## src/rtl/dshot_output.sv

```systemverilog
// DShot frame transmitter: builds a 16-bit frame (value, telemetry, CRC) on handshake
// and serialises it MSB-first as pulse-width-coded bits, followed by a low idle gap.
module dshot_output #(
   parameter int BIT_CYCLES = 27,
   parameter int T1H_CYCLES = 20,
   parameter int T0H_CYCLES = 10,
   parameter int GAP_CYCLES = 32
) (
   input  logic        clk,
   input  logic        reset_n,
   input  logic [10:0] speed,
   input  logic [5:0]  command,
   input  logic        is_command,
   input  logic        telemetry_req,
   input  logic        send_valid,
   output logic        send_ready,
   output logic        dshot_out,
   output logic        busy,
   output logic        frame_done,
   output logic [15:0] sent_frame
);

   localparam int CNT_MAX = (BIT_CYCLES > GAP_CYCLES) ? BIT_CYCLES : GAP_CYCLES;
   localparam int CW      = $clog2(CNT_MAX + 1);

   localparam logic [CW-1:0] HI1_LAST = CW'(T1H_CYCLES - 1);
   localparam logic [CW-1:0] HI0_LAST = CW'(T0H_CYCLES - 1);
   localparam logic [CW-1:0] LO1_LAST = CW'(BIT_CYCLES - T1H_CYCLES - 1);
   localparam logic [CW-1:0] LO0_LAST = CW'(BIT_CYCLES - T0H_CYCLES - 1);
   localparam logic [CW-1:0] GAP_LAST = CW'(GAP_CYCLES - 1);

   generate
      if (!(T0H_CYCLES > 0 && T0H_CYCLES < T1H_CYCLES && T1H_CYCLES < BIT_CYCLES && GAP_CYCLES >= 1)) begin : gBadParams
         $error("dshot_output: illegal bit timing parameters");
      end
   endgenerate

   typedef enum logic [1:0] {IDLE, HIGH, LOW, GAP} state_t;

   state_t        state, stateNext;
   logic [CW-1:0] phaseCnt, phaseCntNext;
   logic [3:0]    bitIdx, bitIdxNext;
   logic [15:0]   shiftReg, shiftNext, sentNext;
   logic          outNext;

   logic [10:0]   clampedSpeed, frameValue;
   logic [11:0]   frameWord;
   logic [15:0]   newFrame;
   logic [CW-1:0] hiLast, loLast;

   // The clamp keeps speed+48 inside 11 bits, so the add can never wrap.
   assign clampedSpeed = (speed > 11'd1999) ? 11'd1999 : speed;
   assign frameValue   = is_command ? {5'b0, command} : clampedSpeed + 11'd48;
   assign frameWord    = {frameValue, telemetry_req};
   assign newFrame     = {frameWord, frameWord[3:0] ^ frameWord[7:4] ^ frameWord[11:8]};

   assign hiLast     = shiftReg[15] ? HI1_LAST : HI0_LAST;
   assign loLast     = shiftReg[15] ? LO1_LAST : LO0_LAST;
   assign send_ready = (state == IDLE);
   assign busy       = (state != IDLE);

   // State, phase counter and frame registers; the output pin is registered here too.
   always_ff @(posedge clk or negedge reset_n) begin
      if (!reset_n) begin
         state      <= IDLE;
         phaseCnt   <= '0;
         bitIdx     <= '0;
         shiftReg   <= '0;
         sent_frame <= '0;
         dshot_out  <= 1'b0;
      end else begin
         state      <= stateNext;
         phaseCnt   <= phaseCntNext;
         bitIdx     <= bitIdxNext;
         shiftReg   <= shiftNext;
         sent_frame <= sentNext;
         dshot_out  <= outNext;
      end
   end

   // Next-state logic; the current bit is always shiftReg[15] until the next HIGH begins.
   always_comb begin
      stateNext    = state;
      phaseCntNext = phaseCnt + CW'(1);
      bitIdxNext   = bitIdx;
      shiftNext    = shiftReg;
      sentNext     = sent_frame;
      outNext      = dshot_out;
      frame_done   = 1'b0;
      case (state)
         IDLE: begin
            phaseCntNext = '0;
            if (send_valid) begin
               stateNext  = HIGH;
               shiftNext  = newFrame;
               sentNext   = newFrame;
               bitIdxNext = '0;
               outNext    = 1'b1;
            end
         end
         HIGH: begin
            if (phaseCnt == hiLast) begin
               stateNext    = LOW;
               phaseCntNext = '0;
               outNext      = 1'b0;
            end
         end
         LOW: begin
            if (phaseCnt == loLast) begin
               phaseCntNext = '0;
               if (bitIdx == 4'd15) begin
                  stateNext = GAP;
               end else begin
                  stateNext  = HIGH;
                  bitIdxNext = bitIdx + 4'd1;
                  shiftNext  = {shiftReg[14:0], 1'b0};
                  outNext    = 1'b1;
               end
            end
         end
         GAP: begin
            if (phaseCnt == GAP_LAST) begin
               stateNext    = IDLE;
               phaseCntNext = '0;
               frame_done   = 1'b1;
            end
         end
         default: begin
            stateNext = IDLE;
            outNext   = 1'b0;
         end
      endcase
   end

endmodule

```

## config.mk

```make
export PLATFORM = sky130hd
export DESIGN_NAME = dshot_output
export DESIGN_NICKNAME = d
export VERILOG_FILES = /design/src/rtl/dshot_output.sv
export SDC_FILE = /design/constraint.sdc
export NUM_CORES = 1
export LEC_CHECK = 0
export BUFFER_PORTS_ARGS = -buffer_cell sky130_fd_sc_hd__buf_2
export CORE_ASPECT_RATIO = 2
export CORE_MARGIN = 3
export CORE_UTILIZATION = 51
export CTS_CLUSTER_SIZE = 24
export DETAILED_ROUTE_END_ITERATION = 6
export PLACE_DENSITY = 0.76
export SYNTH_ARGS = -nofsm -noshare
export SYNTH_HDL_FRONTEND = slang
export SYNTH_SLANG_ARGS = --single-unit
export TNS_END_PERCENT = 1
```

## constraint.sdc

```tcl
create_clock -name clk -period 1.8 [get_ports clk]
set_clock_uncertainty 0.15 [all_clocks]
set_input_delay 0.36 -clock clk [delete_from_list [all_inputs] [get_ports clk]]
set_output_delay 0.36 -clock clk [all_outputs]
set_load 0.01 [all_outputs]
```

# --- Word level (Yosys, flattened, before mapping) ---
# Index checks and enable logic that the tools add are counted.
totals:
  input_bits: 22
  word_cells: 61
  regBits: 45
classes:
  addsub: 3
  n_eq_ne: 12
  n_reduce_logical: 8
  n_mux: 29
  n_lt_le_gt_ge: 1
  n_bitwise: 2
ops:
  columns: ["cell", "n"]
  rows:
  - ["2-to-1 mux 16 bit", 3]
  - ["case mux 16 bit (2 select lines)", 1]
  - ["case mux 6 bit (4 select lines)", 1]
  - ["2-to-1 mux 11 bit", 2]
  - ["2-to-1 mux 6 bit", 3]
  - ["equality test 6 x 5 -> 1 bit", 2]
  - ["2-to-1 mux 4 bit", 3]
  - ["adder 11 x 6 -> 11 bit, second input constant", 1]
  - ["greater-than comparator 11 bit, second input constant", 1]
  - ["2-to-1 mux 2 bit", 5]
  - ["2-to-1 mux 5 bit", 2]
  - ["!= test 2 bit, second input constant", 5]
  - ["case mux 2 bit (4 select lines)", 1]
  - ["case mux 4 bit (2 select lines)", 1]
  - ["AND reduction 4 bit", 2]
  - ["XOR 4 bit", 2]
  - ["adder 6 x 1 -> 6 bit, second input constant", 1]
  - ["equality test 6 x 5 -> 1 bit, second input constant", 1]
  - ["2-to-1 mux 1 bit", 6]
  - ["AND reduction 5 bit", 1]
  - ["adder 4 x 1 -> 4 bit, second input constant", 1]
  - ["equality test 2 bit, second input constant", 2]
  - ["equality test 4 bit, second input constant", 1]
  - ["nonzero test 2 bit", 2]
  - ["other kinds (5)", 5]

# --- Depth between registers and ports, before layout ---
# Gate-level depths: netlist of run 1.
depth:
  word_depth: 8
  ltp_mapped: 12
  ltp_nobuf: 9

# --- Worst setup path after synthesis of run 1 ---
# Ideal clock, no wire load.
synth_path:
  path_type: "input port to flip-flop"
  startpoint: "input port speed[6]"
  endpoint: "register shiftReg[3]"
  stages: 12
  t_arrival_ps: 2224
  path_slack_ps: -706
  setup_time_ps: 131
  path_cell_list: "buf_6 -> and4_4 -> buf_6 -> nand2_1 -> nand2_1 -> ha_1 -> clkbuf_1 -> or3b_1 -> o211ai_1 -> a211oi_1 -> a311oi_1 -> o21ai_1"
synth_via:
  elab_chain_len: 8
synth_rtl:
  columns: ["item", "line_no", "source"]
  rows:
  - ["start, declared", "11", "input logic [10:0] speed,"]
  - ["greater-than comparator 11 bit", "52", "assign clampedSpeed = (speed > 11'd1999) ? 11'd1999 : speed;"]
  - ["2-to-1 mux 11 bit (*)", "52", null]
  - ["adder 11 x 6 -> 11 bit (*)", "53", "assign frameValue = is_command ? {5'b0, command} : clampedSpeed + 11'd48;"]
  - ["2-to-1 mux 11 bit (*)", "53", null]
  - ["XOR 4 bit", "55", "assign newFrame = {frameWord, frameWord[3:0] ^ frameWord[7:4] ^ frameWord[11:8]};"]
  - ["XOR 4 bit (*)", "55", null]
  - ["2-to-1 mux 16 bit (*)", "93", "if (send_valid) begin"]
  - ["case mux 16 bit (2 select lines) (*)", "90", "case (state)"]
  - ["end signal, assigned", "75", "shiftReg <= shiftNext;"]
  - ["end, declared", "43", "logic [15:0] shiftReg, shiftNext, sentNext;"]
# Every way passes the cells marked *; elsewhere a longest branch is shown, timed or not. The select of a mux whose other input is x is not followed.
# A chain may end at the register's enable or synchronous reset.

# --- Worst setup path in the final report of run 1 ---
layout_path:
  startpoint: "register phaseCnt[1]"
  endpoint: "output port frame_done"
layout_via:
  elab_chain_len: 3
layout_rtl:
  columns: ["item", "line_no", "source"]
  rows:
  - ["start, declared", "41", "logic [CW-1:0] phaseCnt, phaseCntNext;"]
  - ["start signal, assigned", "73", "phaseCnt <= phaseCntNext;"]
  - ["equality test 6 x 5 -> 1 bit", "122", "if (phaseCnt == GAP_LAST) begin"]
  - ["2-to-1 mux 1 bit", "122", null]
  - ["2-to-1 mux 1 bit", "90", null]
  - ["end, declared", "19", "output logic frame_done,"]
# No other way between the ends.

==> metrics.md, run 1 <==
| Metric | Value |
|---|---|
| Max_cap viols | `0` |
| First-pass GRT wire length | `~12 mm` |
| I/O pin count | `42` |
| Antenna violations before repair | `0` |
| Starting DRC count in detailed routing | `71` |
| Hold crit path type | `in2reg` |
| Number of global-route vias before repair | `2748` |
| Cells along the critical path | `buf_6, ha_4, and4b_1, nand3_2, nor2_2, buf_2` |
| Hold path startpoint | `telemetry_req` |
| Mux contribution to synthesized area | `about 1.3%` |
| Core ar. | `0.00473 mm^2` |
| Post-synth ARST share | `100%` |
| Core Util, Final | `74.7%` |
| Share of cells above drive strength 1 | `39.4%` |
| CP delay by family, top | `simple AND/OR/NAND/NOR gates` |
| Die area | `~0.0059 mm^2` |
| Clock Latency Late Sink | `approximately 0.3 ns` |
| Most frequent cells in the layout | `buf_4, nand2_1, dfrtp_1` |
| Area Growth Syn to Fin | `38.9%` |
| Die Height | `106 um` |
| Tcrit/Tclk final | `109%` |
| Synth Area in Compound Gates | `21.9%` |
| Crit end category | `primary output` |
| Met3 usage | `4.01%` |
| Nets | `415` |
| Sequential area share after synthesis | `44.2%` |
| R2R Path Start | `bitIdx[0]` |
| Setup crit start kind | `flip-flop` |
| Hold Path Sink | `sent_frame[4]` |
| Kind of critical path | `reg2out` |
| Synth warn | `0` |
| Synth cell types | `56` |
| Residual DRC | `0` |
| Bufs and invs on worst path | `2` |
| Worst R2R Setup Slack | `-0.14 ns` |
| Slew headroom | `71.4%` |
| Vias/cell | `roughly 5.7` |
| 1st-pass router iterations | `4` |
| Required time worst endpoint | `~1.3 ns` |
| Synthesized area per cell | `8.90 um^2` |
| Slowest stage delay, CP | `0.38 ns` |
| Num CTS Buffers | `5` |
| Hold path depth | `3` |
| Clock Sinks | `45` |
| GR Util met2 | `51.6%` |
| Crit path max fanout | `2` |
| EDFF count, synth | `0` |
| F_max | `about 0.51 GHz` |
| Worst slew pin tran | `0.430 ns` |
| Commonest non-fill, non-tap cell in the layout | `buf_4` |
| DP Wirelength | `5.42 mm` |
| Starting density of the core | `53.8%` |
| Reg2reg end | `bitIdx[3]` |
| Diode count | `0` |
| CTS tree | `done` |
| Min cycle time layout | `1.96 ns` |
| Synthesized net count | `311` |
| Grt peak-use layer | `met2` |
| Total design power | `around 4.7 mW` |
| Fill count | `351` |
| Largest family of logic cells by synthesized area | `simple AND/OR/NAND/NOR gates` |
| Clock Path Buffers | `2` |
| Multi-input logic area | `roughly 0.0014 mm^2` |
| Worst setup margin | `-0.155 ns` |
| Via count | `2562` |
| Max rail drop VDD | `about 960 uV` |
| Slowest CP cell | `dfrtp_1` |
| Port Buffer Count | `41` |
| Hold Vio Cnt, Final | `0` |
| Total GRT Usage | `25.7%` |
| Synthesized flop and latch total | `45` |
| Adder-Cell Fraction of Synth Area | `1.47%` |
| Synth Flop Type | `dfrtp_1` |
| Pwr/cell area | `around 1300 mW/mm^2` |
| Post-synthesis xor/xnor area fraction | `3.98%` |
| Synthesized cell area | `0.00254 mm^2` |
| CTS root buf | `clkbuf_8` |
| Routed len/inst | `16.3 um` |
| DIE WIDTH | `around 56 um` |
| Post-Synth Simple-Gate Area | `22.4%` |
| Post-route ant nets | `0` |
| Routed WL | `7.26 mm` |
| Reg2Reg Depth | `6` |
| Gr ovfl total | `0` |
| Final setup viols | `17` |
| Largest net degree at the start of global routing | `30` |
| Reg clk slew, reported paths | `0.09 ns` |
| CTS H-Tree Depth | `2` |
| RSZ-0062 raised after global routing | `true` |
| Failing checks | `setup timing` |
| Pleak | `1.66 nW` |
| Register area | `~0.0011 mm^2` |
| Max-slew violations | `0` |
| M1 GR Usage | `23.3%` |
| Outcome | `finished, violations left` |
| Final estimated routing congestion in global placement | `about 0.90` |
| Worst EP arrival | `1.45 ns` |
| # rows | `35` |
| Mapped Cells | `286` |
[synth_stat cells (all sizes together), types with 2 or more instances]
library cell | instances | area share [%]
a211oi | 3 | 0.88
a21o | 3 | 0.88
a21oi | 11 | 2.2
a221oi | 2 | 0.69
a311oi | 2 | 0.93
a31oi | 5 | 1.2
a32oi | 3 | 1.0
and2 | 2 | 0.49
and3 | 2 | 0.69
and4b | 3 | 1.2
buf | 9 | 2.2
clkbuf | 7 | 1.0
dfrtp | 45 | 44
ha | 3 | 1.5
inv | 9 | 1.3
mux2 | 2 | 0.88
nand2 | 51 | 7.5
nand2b | 6 | 1.5
nand3 | 9 | 1.8
nand3b | 4 | 1.2
nor2 | 24 | 3.6
nor2b | 2 | 0.49
nor3 | 2 | 0.39
nor4b | 2 | 0.93
o211ai | 6 | 1.8
o21a | 3 | 0.88
o21ai | 31 | 6.4
o22ai | 5 | 1.5
o31ai | 3 | 1.4
or3 | 4 | 0.98
xnor2 | 5 | 1.7
xor2 | 4 | 1.4
[tightest hold or removal path: cells and delay by family]
kind / cells / cell delay (ns)
buffers and inverters: 2 / 0.17
AOI/OAI and AO/OA: 1 / 0.09
[stage by stage]
stage / TNS (ns) / instances / setup WS (ns) / hold WS [ns] / cell area [um^2]
finish: -1.54 / 446 / -0.155 / 0.218 / 3530
global route: -3.72 / 446 / -0.254 / 0.233 / 3530
CTS: -1.65 / 444 / -0.139 / 0.221 / 3470
detailed placement: -6.44 / 430 / -0.458 / 0.170 / 3240
global placement: -5.05 / 430 / -0.384 / 0.169 / 3240
floorplan: -5.13 / 286 / -0.517 / -0.0856 / 2570
[kinds of logic (layout without fill, tap and decap cells)]
| kind of cell | after synthesis | count (layout) |
|---|---|---|
| buffers and inverters | 26 | 131 |
| XOR/XNOR | 10 | 10 |
| flip-flops | 45 | 45 |
| multiplexers | 3 | 3 |
| adder cells (fa/ha/maj) | 3 | 3 |
| AND/OR/NAND/NOR | 116 | 116 |
| AO/OA/AOI/OAI | 83 | 83 |
[sequential cells by signal (all words and copies together) (netlist names)]
signal and count:
bitIdx 4, dshot_out 1, phaseCnt 6, sent_frame 16, shiftReg 16, state 2
[how the worst max path moves through the flow]
stage,start,endpoint,slack (ns),cells past startpoint
floorplan,speed[6],sent_frame[3],-0.52,12
global placement,speed[9],sent_frame[3],-0.38,10
detailed placement,speed[9],sent_frame[3],-0.46,10
CTS,bitIdx[1],bitIdx[3],-0.14,6
global route,phaseCnt[1],frame_done,-0.25,6
finish,phaseCnt[1],frame_done,-0.16,6
[routing by layer]
layer / up-vias / share of wire [%]
met5: - / 0
met4: 0 / 4.4
met3: 27 / 2.9
met2: 68 / 60
met1: 1246 / 33
li1: 1221 / -
[power breakdown]
part	internal [mW]	switching, mW
clock	0.311	0.355
sequential	1.42	0.268
combinational	1.12	1.25
total	2.85	1.87
[timing repair]
item	in CTS	in global routing
setup endpoints to repair	35	38
hold buffers	1	0
setup buffers	5	2
endpoints found under the hold margin	16	0
pin swaps	11	7
resized for setup	17	11
[cell type report]
type                    instances  share of cell area, %
clock buffers                   6                   2.34
well taps                      55                   1.95
clock inverters                 2                  0.389
flip-flops and latches         45                   31.9
inverters                      10                   1.06
repair buffers                113                   22.1
multi-input cells             215                   40.3
No activity file was read; power rests on OpenSTA's default activity.
==> run 2, diff against run 1 <==
--- a/config.mk
+++ b/config.mk
@@ -8,10 +8,11 @@
 export BUFFER_PORTS_ARGS = -buffer_cell sky130_fd_sc_hd__buf_2
 export CORE_ASPECT_RATIO = 2
 export CORE_MARGIN = 3
-export CORE_UTILIZATION = 51
+export CORE_UTILIZATION = 53
+export CTS_BUF_LIST = sky130_fd_sc_hd__clkbuf_4 sky130_fd_sc_hd__clkbuf_8
 export CTS_CLUSTER_SIZE = 24
 export DETAILED_ROUTE_END_ITERATION = 6
-export PLACE_DENSITY = 0.76
+export PLACE_DENSITY_LB_ADDON = 0.25
 export SYNTH_ARGS = -nofsm -noshare
 export SYNTH_HDL_FRONTEND = slang
 export SYNTH_SLANG_ARGS = --single-unit
==> constraint.sdc (replaced) <==
create_clock -name clk -period 1.8 [get_ports clk]
set_clock_uncertainty 0.15 [all_clocks]
set_input_delay 0.09 -clock clk [delete_from_list [all_inputs] [get_ports clk]]
set_output_delay 0.09 -clock clk [all_outputs]
set_load 0.01 [all_outputs]
==> run 2 against run 1 <==
Against the previous run:
- the run still ends with setup timing left
- maximum frequency grew 1.9%
- register-to-register slack gained 0.02 ns
- routed wire length shrank 6.9%
- die area shrank 3.5%
- hold slack lost 0.18 ns
==> metrics.md, run 2 (synthesis results as in run 1) <==
| Metric | Value |
|---|---|
| Die Height | `104 um (-1.8%)` |
| I/O pin count | `42 (unchanged)` |
| Starting density of the core | `54.8% (+1.0 points)` |
| Core ar. | `0.00464 mm^2 (-1.9%)` |
| Via count | `2464 (-3.8%)` |
| Max rail drop VDD | `837 uV (-12%)` |
| CTS root buf | `clkbuf_8` |
| Commonest non-fill, non-tap cell in the layout | `buf_4` |
| Max_cap viols | `0 (unchanged)` |
| DIE WIDTH | `55 um (-1.7%)` |
| Area Growth Syn to Fin | `36.1%` |
| Routed WL | `6.76 mm (-6.9%)` |
| Kind of critical path | `reg2reg` |
| Pwr/cell area | `1330 mW/mm^2 (-0.16%)` |
| First-pass GRT wire length | `11.2 mm (-7.1%)` |
| Final setup viols | `13 (-4)` |
| Clock Latency Late Sink | `0.29 ns (about the same)` |
| Crit path max fanout | `5 (+3)` |
| Final estimated routing congestion in global placement | `0.861 (-4.2%)` |
| # rows | `35 (unchanged)` |
| Fill count | `377 (+7.4%)` |
| Worst setup margin | `-0.119 ns (+0.0369 ns)` |
| Nets | `405 (-2.4%)` |
| Clock Path Buffers | `2 (unchanged)` |
| CTS tree | `done` |
| Residual DRC | `0 (unchanged)` |
| Hold crit path type | `in2reg` |
| CTS H-Tree Depth | `2 (unchanged)` |
| Antenna violations before repair | `0 (unchanged)` |
| Core Util, Final | `74.6% (-0.099 points)` |
| Total GRT Usage | `26.5% (+0.80 points)` |
| Failing checks | `setup timing` |
| Slew headroom | `73.2% (+1.8 points)` |
| Crit end category | `flip-flop` |
| Top flop regs | `sent_frame (16), shiftReg (16), phaseCnt (6)` |
| Gr ovfl total | `0 (unchanged)` |
| DP Wirelength | `5.24 mm (-3.4%)` |
| Most frequent cells in the layout | `buf_4, nand2_1, dfrtp_1` |
| F_max | `0.521 GHz (+1.9%)` |
| Port Buffer Count | `41 (unchanged)` |
| RSZ-0062 raised after global routing | `true` |
| Register area | `0.00113 mm^2 (-0.11%)` |
| Largest net degree at the start of global routing | `46 (+53%)` |
| Share of cells above drive strength 1 | `37.8% (-1.6 points)` |
| Max-slew violations | `0 (unchanged)` |
| Routed len/inst | `15.5 um (-4.7%)` |
| Worst slew pin tran | `0.402 ns (-0.0276 ns)` |
| Required time worst endpoint | `1.88 ns (+0.59 ns)` |
| Vias/cell | `5.65 (-1.6%)` |
| Diode count | `0 (unchanged)` |
| Post-route ant nets | `0 (unchanged)` |
| Multi-input logic area | `0.00141 mm^2 (-0.97%)` |
| Reg clk slew, reported paths | `0.08 ns (about the same)` |
| Setup crit start kind | `flip-flop` |
| 1st-pass router iterations | `4 (unchanged)` |
| Worst EP arrival | `1.99 ns (+0.54 ns)` |
| Die area | `0.00572 mm^2 (-3.5%)` |
| Tcrit/Tclk final | `107% (-2.0 points)` |
| Hold Vio Cnt, Final | `0 (unchanged)` |
| Pre-CTS WS | `-0.203 ns (+0.256 ns)` |
| Clock Sinks | `45 (unchanged)` |
| Outcome | `finished, violations left` |
| Starting DRC count in detailed routing | `64 (-9.9%)` |
| Num CTS Buffers | `5 (unchanged)` |
| Number of global-route vias before repair | `2581 (-6.1%)` |
| Pleak | `1.62 nW (-2.1%)` |
| Min cycle time layout | `1.92 ns (-0.0369 ns)` |
[run 2: path summary, 6_finish.rpt]
check,end,startpoint,slack (ns),cells after the start
worst min-delay path,sent_frame[7],speed[2],0.04,3
worst max register to register,bitIdx[3],bitIdx[1],-0.12,6
max in group asynchronous,dshot_out,reset_n,1.13,3
worst min register to register,sent_frame[12],sent_frame[12],0.32,2
worst max-delay path,bitIdx[3],bitIdx[1],-0.12,6
min in group asynchronous,bitIdx[1],reset_n,0.14,3
[run 2: power breakdown]
group | internal, mW | switching (mW)
Combinational | 1.08 | 1.21
Sequential | 1.42 | 0.268
Clock | 0.322 | 0.324
Total | 2.82 | 1.80
[run 2: metrics by stage]
step	cells	total power, mW	area (um^2)	setup TNS, ns	hold WS [ns]
2_1_floorplan	286	2.83	2570	-3.03	-0.356
3_3_place_gp	422	3.70	3200	-1.20	-0.0650
3_5_place_dp	422	3.78	3200	-2.10	-0.0635
4_1_cts	436	4.54	3390	-0.759	0.0360
5_1_grt	436	4.97	3460	-2.37	0.0899
6_report	436	4.62	3460	-0.749	0.0355
[run 2: cell type report]
type,instances,share of cell area (%)
flip-flops and latches,45,32.5
multi-input cells,215,40.7
repair buffers,103,21.1
inverters,10,1.08
clock buffers,8,2.64
well taps,55,1.99
[run 2: timing repair]
item                                    4_1_cts  5_1_grt
pin swaps                                     8        5
endpoints found under the setup margin       27       33
hold endpoints to repair                     47        0
gates resized for setup                      13       15
hold buffers                                  3        0
setup buffers                                 3        0
cloned                                        0        0
[run 2: worst max-delay path: stages, from the launching register on]
cell	delay, ns
dfrtp_1	0.39
ha_2	0.19
and3_4	0.15
a211o_1	0.29
a21o_4	0.22
or3_4	0.33
a21oi_2	0.13
[run 2: layer usage]
metal / vias up / part of all wire, % / track usage [%] / routed length (um)
met5: - / 0 / 0 / 0
met2: 66 / 60 / 50.6 / 4070
met3: 20 / 3.1 / 3.73 / 207
li1: 1204 / - / - / -
met1: 1174 / 33 / 24.5 / 2250
met4: 0 / 3.5 / 12.3 / 239
